## config.mk

```make
export PLATFORM = sky130hd
export DESIGN_NAME = serial_receiver_flat
export DESIGN_NICKNAME = d
export VERILOG_FILES = /design/src/rtl/serial_receiver_if.sv /design/src/rtl/serial_receiver.sv /design/src/flat_wrapper.sv
export SDC_FILE = /design/constraint.sdc
export NUM_CORES = 1
export LEC_CHECK = 0
export ABC_AREA = 1
export ABC_CLOCK_PERIOD_IN_PS = 1350
export CELL_PAD_IN_SITES_DETAIL_PLACEMENT = 1
export CELL_PAD_IN_SITES_GLOBAL_PLACEMENT = 2
export CORE_MARGIN = 2
export CORE_UTILIZATION = 32
export DETAILED_ROUTE_END_ITERATION = 10
export DONT_BUFFER_PORTS = 1
export PLACE_DENSITY_LB_ADDON = 0.1
export SKIP_LAST_GASP = 1
export SLEW_MARGIN = 20
export SYNTH_ARGS = -nofsm -noshare
export SYNTH_HDL_FRONTEND = slang
export SYNTH_SLANG_ARGS = --single-unit
```

## constraint.sdc

```tcl
create_clock -name clk -period 1.35 [get_ports clk]
set_input_delay 0.2025 -clock clk [delete_from_list [all_inputs] [get_ports clk]]
set_output_delay 0.2025 -clock clk [all_outputs]
set_load 0.01 [all_outputs]
```

## src/rtl/serial_receiver_if.sv

```systemverilog
// Output side of the serial receiver: valid/ready holding register plus status flags.
//   master: driven by serial_receiver (data_out, parity_err, out_valid, overrun out; out_ready in)
//   slave : the consumer (out_ready out; everything else in)
interface serial_receiver_if #(
  parameter int unsigned DATA_BITS = 7
);
  logic                 out_ready;
  logic [DATA_BITS-1:0] data_out;
  logic                 parity_err;
  logic                 out_valid;
  logic                 overrun;

  modport master (
    input  out_ready,
    output data_out,
    output parity_err,
    output out_valid,
    output overrun
  );

  modport slave (
    output out_ready,
    input  data_out,
    input  parity_err,
    input  out_valid,
    input  overrun
  );
endinterface

```

## src/rtl/serial_receiver.sv

```systemverilog
// Serial frame receiver.
// Deserialises frames of: start bit 0, DATA_BITS data bits LSB first, one even-parity bit.
// Each received word is presented through a single-entry valid/ready holding register.
// Ports:
//   clk        system clock, rising edge
//   rst        asynchronous, active-high reset
//   serial_in  serial line, idle high, already synchronous to clk
//   rx         output interface (master): data_out, parity_err, out_valid, overrun, out_ready
module serial_receiver #(
  parameter int unsigned DATA_BITS    = 7,
  parameter int unsigned CLKS_PER_BIT = 1
) (
  input  logic              clk,
  input  logic              rst,
  input  logic              serial_in,
  serial_receiver_if.master rx
);

  localparam int unsigned TickW   = (CLKS_PER_BIT > 1) ? $clog2(CLKS_PER_BIT) : 1;
  localparam int unsigned BitCntW = $clog2(DATA_BITS + 1);

  // Tick counter holds "edges remaining before the next sample"; sampling happens at zero.
  localparam logic [TickW-1:0]   TickHalf = TickW'((CLKS_PER_BIT - 1) / 2);
  localparam logic [TickW-1:0]   TickFull = TickW'(CLKS_PER_BIT - 1);
  localparam logic [BitCntW-1:0] LastBit  = BitCntW'(DATA_BITS);

  localparam logic [1:0] StIdle     = 2'd0;
  localparam logic [1:0] StStart    = 2'd1;
  localparam logic [1:0] StData     = 2'd2;
  localparam logic [1:0] StWaitIdle = 2'd3;

  logic [1:0]           state_q, state_d;
  logic [TickW-1:0]     tick_q, tick_d;
  logic [BitCntW-1:0]   bit_cnt_q, bit_cnt_d;
  logic [DATA_BITS-1:0] shift_q, shift_d;
  logic [DATA_BITS-1:0] data_q, data_d;
  logic                 perr_q, perr_d;
  logic                 valid_q, valid_d;
  logic                 overrun_q, overrun_d;

  logic frame_done;
  logic frame_perr;
  logic tick_done;

  assign tick_done = (tick_q == '0);

  // Frame reception FSM
  always_comb begin
    state_d    = state_q;
    tick_d     = tick_q;
    bit_cnt_d  = bit_cnt_q;
    shift_d    = shift_q;
    frame_done = 1'b0;
    frame_perr = 1'b0;

    case (state_q)
      StIdle: begin
        if (!serial_in) begin
          bit_cnt_d = '0;
          if (CLKS_PER_BIT == 1) begin
            state_d = StData;
            tick_d  = '0;
          end else begin
            state_d = StStart;
            tick_d  = TickHalf;
          end
        end
      end

      StStart: begin
        if (tick_done) begin
          // Re-check mid start bit; a line back high was a glitch.
          if (!serial_in) begin
            state_d = StData;
            tick_d  = TickFull;
          end else begin
            state_d = StIdle;
          end
        end else begin
          tick_d = tick_q - TickW'(1);
        end
      end

      StData: begin
        if (tick_done) begin
          tick_d = TickFull;
          if (bit_cnt_q == LastBit) begin
            // This sample is the parity bit; shift_q holds the complete word.
            frame_done = 1'b1;
            frame_perr = serial_in ^ (^shift_q);
            state_d    = StWaitIdle;
          end else begin
            shift_d   = {serial_in, shift_q[DATA_BITS-1:1]};
            bit_cnt_d = bit_cnt_q + BitCntW'(1);
          end
        end else begin
          tick_d = tick_q - TickW'(1);
        end
      end

      StWaitIdle: begin
        // A low line after the frame must not be mistaken for a new start bit.
        if (serial_in) begin
          state_d = StIdle;
        end
      end

      default: state_d = StIdle;
    endcase
  end

  // Holding register and handshake
  always_comb begin
    data_d    = data_q;
    perr_d    = perr_q;
    valid_d   = valid_q;
    overrun_d = 1'b0;

    if (valid_q && rx.out_ready) begin
      valid_d = 1'b0;
    end

    if (frame_done) begin
      // Space exists if the register is empty or is being drained this cycle.
      if (!valid_q || rx.out_ready) begin
        data_d  = shift_q;
        perr_d  = frame_perr;
        valid_d = 1'b1;
      end else begin
        overrun_d = 1'b1;
      end
    end
  end

  always_ff @(posedge clk or posedge rst) begin
    if (rst) begin
      state_q   <= StIdle;
      tick_q    <= '0;
      bit_cnt_q <= '0;
      shift_q   <= '0;
      data_q    <= '0;
      perr_q    <= 1'b0;
      valid_q   <= 1'b0;
      overrun_q <= 1'b0;
    end else begin
      state_q   <= state_d;
      tick_q    <= tick_d;
      bit_cnt_q <= bit_cnt_d;
      shift_q   <= shift_d;
      data_q    <= data_d;
      perr_q    <= perr_d;
      valid_q   <= valid_d;
      overrun_q <= overrun_d;
    end
  end

  assign rx.data_out   = data_q;
  assign rx.parity_err = perr_q;
  assign rx.out_valid  = valid_q;
  assign rx.overrun    = overrun_q;

endmodule

```

## src/flat_wrapper.sv

```systemverilog
// flat-port wrapper written by rule: the top's interface ports become plain ports
module serial_receiver_flat 
#(
  parameter int unsigned DATA_BITS    = 7,
  parameter int unsigned CLKS_PER_BIT = 1
)
  (clk, rst, serial_in, rx_out_ready, rx_data_out, rx_parity_err, rx_out_valid, rx_overrun);
  serial_receiver_if #(.DATA_BITS(DATA_BITS)) rx_i ();
  input  logic clk;
  input  logic rst;
  input  logic serial_in;
  input wire logic [$bits(rx_i.out_ready)-1:0] rx_out_ready;
  output wire logic [$bits(rx_i.data_out)-1:0] rx_data_out;
  output wire logic [$bits(rx_i.parity_err)-1:0] rx_parity_err;
  output wire logic [$bits(rx_i.out_valid)-1:0] rx_out_valid;
  output wire logic [$bits(rx_i.overrun)-1:0] rx_overrun;
  assign rx_i.out_ready = rx_out_ready;
  assign rx_data_out = rx_i.data_out;
  assign rx_parity_err = rx_i.parity_err;
  assign rx_out_valid = rx_i.out_valid;
  assign rx_overrun = rx_i.overrun;
  serial_receiver #(.DATA_BITS(DATA_BITS), .CLKS_PER_BIT(CLKS_PER_BIT)) u_core (.clk(clk), .rst(rst), .serial_in(serial_in), .rx(rx_i));
endmodule
```

==> run metrics <==
Layout area overhead=15.3%; CP max-delay cell=dfrtp_1; largest net degree at the start of global routing=16; H-tree depth=1; Slew Viols, Final=0; status=finished clean; vias in the first global route=748; Setup-failing EPs final=0; Max Used Layer=met4; Least-Margin Pin Slew=0.244 ns; worst stage delay on the critical path=0.38 ns; relative slew slack=83.7%; Crit Path Max Fanout=14; Design Area, Final=1190 um2; RSZ-0062 raised after global routing=true; minimum clock period=1.32 ns; share of cells above drive strength 1=19.5%; initial antenna violation count=0; worst hold endpoint=u_core.shift_q[6]$_DFFE_PP0P_; Placed Area=1120 um2; Via density=4.41; met3 wire len=97 um; required time of the critical path=1.55 ns; CTS tree=built; hold path cells=2; leak pwr=0.603 nW; Final WS setup=0.0287 ns; die area=3690 um2; worst reg-to-reg setup slack=0.03 ns; DR WL met2=901 um; Die Width=60.7 um; crit path capture type=register; I/O Buffers=0; switch share=45.3%; Core Area=3050 um2; routability cong.=0.681; Netlist Area Pre-Place=1030 um2; Mean Syn Cell Area=8.65 um2; Clk network pwr share=10.2%; critical-path cell list=ha_2 > ha_4 > nand2_4 > nor2_4 > inv_2 > buf_12 > nand2_1 > o21ai_2; critical path buffer and inverter count=2; DIE HEIGHT=60.7 um; first-pass GRT wire length=3480 um; synth warn=0; sequential element share of the synthesized area=53.5%; Ports=14; Post-layout nets=136; Tcrit/Tclk final=97.9%; Num Clock Sinks=22; total of max-cap violations=0; initial core utilization=33.7%; critical path's top delay family=flip-flops; wire length per cell=12.1 um; latest clock arrival within the worst-skew pair=0.30 ns; Max rail drop VDD=835 uV; post-synthesis register bit count=22; Max Clock Freq=0.757 GHz; Startpoint Class=register; Sequential Power Share=42.5%; Worst-path clk slew=0.12 ns; Post-Route WL=2090 um; Iteration-0 DRC Markers=17; count of cell types in the netlist=14; WHS=0.0892 ns; Hold WC Path Type=input pin to register; Synth Instances=119; Gate power share=47.3%; Net Switching=0.00133 W; Antenna diodes=0; Total GRT Usage=13.2%; via count=758; CTS Root Cell=clkbuf_4; Cell Pwr Density=2470 nW/um2; pre-CTS setup slack=-0.0284 ns; Worst R2R Path Depth=8; total nets after synthesis=125; Final HPWL DP=1570 um; WL met1=1060 um; RR Endpoint=u_core.rx.data_out[5]$_DFFE_PP0P_; WS Path Type=register to register; clock skew=0.00537 ns; Pre-antenna DRT Iters=4; Hold Fails Final Rpt=0; RR Startpoint=u_core.bit_cnt_q[1]$_DFFE_PP0P_; CP Data Arrival Time=1.52 ns; internal power=0.00160 W; clk buf depth=2; gr ovfl total=0; clock buffer count from CTS=3; Final ANT Viol Nets=0; HP Start=serial_in; drc violations=0; Rows=20
-- routing by layer --
| layer | up-vias | track usage, % |
|---|---|---|
| met1 | 353 | 18.7 |
| met3 | 4 | 2.99 |
| li1 | 385 | - |
| met4 | 0 | 5.59 |
| met5 | - | 0 |
| met2 | 16 | 19.5 |
-- worst max path at each step --
stage                                          startpoint                           endpoint  slack (ns)  depth (start not counted)
after global routing      u_core.bit_cnt_q[1]$_DFFE_PP0P_  u_core.rx.data_out[4]$_DFFE_PP0P_       -0.04                          8
after floorplan           u_core.bit_cnt_q[0]$_DFFE_PP0P_      u_core.shift_q[0]$_DFFE_PP0P_        0.03                          7
after detailed placement  u_core.bit_cnt_q[0]$_DFFE_PP0P_      u_core.shift_q[4]$_DFFE_PP0P_       -0.03                          6
after global placement    u_core.bit_cnt_q[0]$_DFFE_PP0P_      u_core.shift_q[4]$_DFFE_PP0P_       0.009                          6
final                     u_core.bit_cnt_q[1]$_DFFE_PP0P_  u_core.rx.data_out[5]$_DFFE_PP0P_        0.03                          8
after CTS                 u_core.bit_cnt_q[1]$_DFFE_PP0P_  u_core.rx.data_out[5]$_DFFE_PP0P_       0.009                          8
-- per-stage QoR --
stage / std cells / TNS [ns] / total power (W) / utilization, %
3_5_place_dp: 166 / -0.123 / 0.00260 / 36.6
4_1_cts: 172 / 0 / 0.00298 / 38.8
5_1_grt: 172 / -0.221 / 0.00327 / 38.9
6_report: 172 / 0 / 0.00293 / 38.9
3_3_place_gp: 166 / 0 / 0.00253 / 36.6
2_1_floorplan: 119 / 0 / 0.00228 / -
-- cells in the final DEF (no fill, tap or decap), drive strengths merged --
| cell | count |
|---|---|
| a21oi | 2 |
| nor2 | 7 |
| nand2 | 43 |
| o31ai | 1 |
| clkbuf | 3 |
| ha | 2 |
| inv | 18 |
| dfrtp | 22 |
| buf | 6 |
| nand3 | 5 |
| dlygate4sd3 | 2 |
| o21ai | 17 |
-- power groups by stage --
stage / clock, W / sequential [W] / combinational [W]
finish: 0.000299 / 0.00125 / 0.00139
global route: 0.000343 / 0.00130 / 0.00163
CTS: 0.000318 / 0.00125 / 0.00141
detailed placement: 0 / 0.00126 / 0.00134
global placement: 0 / 0.00125 / 0.00128
floorplan: 0 / 0.00120 / 0.00108
-- synth_stat cells --
master | n | area [um2]
nand2_1 | 42 | 158
dfrtp_1 | 22 | 551
inv_1 | 17 | 63.8
o21ai_0 | 10 | 50.1
o21ai_2 | 7 | 61.3
nand3_1 | 5 | 25.0
nor2_1 | 5 | 18.8
a21oi_1 | 2 | 10.0
buf_6 | 2 | 22.5
ha_1 | 2 | 25.0
nor2_4 | 2 | 22.5
inv_2 | 1 | 3.75
nand2_4 | 1 | 11.3
o31ai_1 | 1 | 7.51
-- flip-flops by register name, indices dropped and copies added (netlist names) --
name                  cells
u_core.rx.parity_err      1
u_core.bit_cnt_q          3
u_core.rx.data_out        7
u_core.rx.out_valid       1
u_core.state_q            2
u_core.shift_q            7
u_core.rx.overrun         1
-- cells by family (layout without fill, tap and decap cells) --
logic type	Yosys count	after routing	share of synthesized area (%)
AOI/OAI and AO/OA	20	20	12.5
DFF	22	22	53.5
buffers and inverters	20	29	8.75
adders and majority gates	2	2	2.43
and+or+nand+nor	55	55	22.8
-- layout make-up --
cell class | count | area (um2)
Tap cell | 44 | 55.1
Timing Repair Buffer | 8 | 77.6
Inverter | 18 | 67.6
Sequential cell | 22 | 551
Multi-Input combinational cell | 77 | 414
Clock buffer | 3 | 22.5
Fill cell | 376 | 1870
-- what timing repair did --
item | CTS | global route
setup buffers | 1 | 0
endpoints found under the hold margin | 24 | 0
setup endpoints to repair | 9 | 15
pin swaps | 1 | 2
hold buffers | 2 | 0
resized for setup | 3 | 4
(Power assumes the default switching activity.)
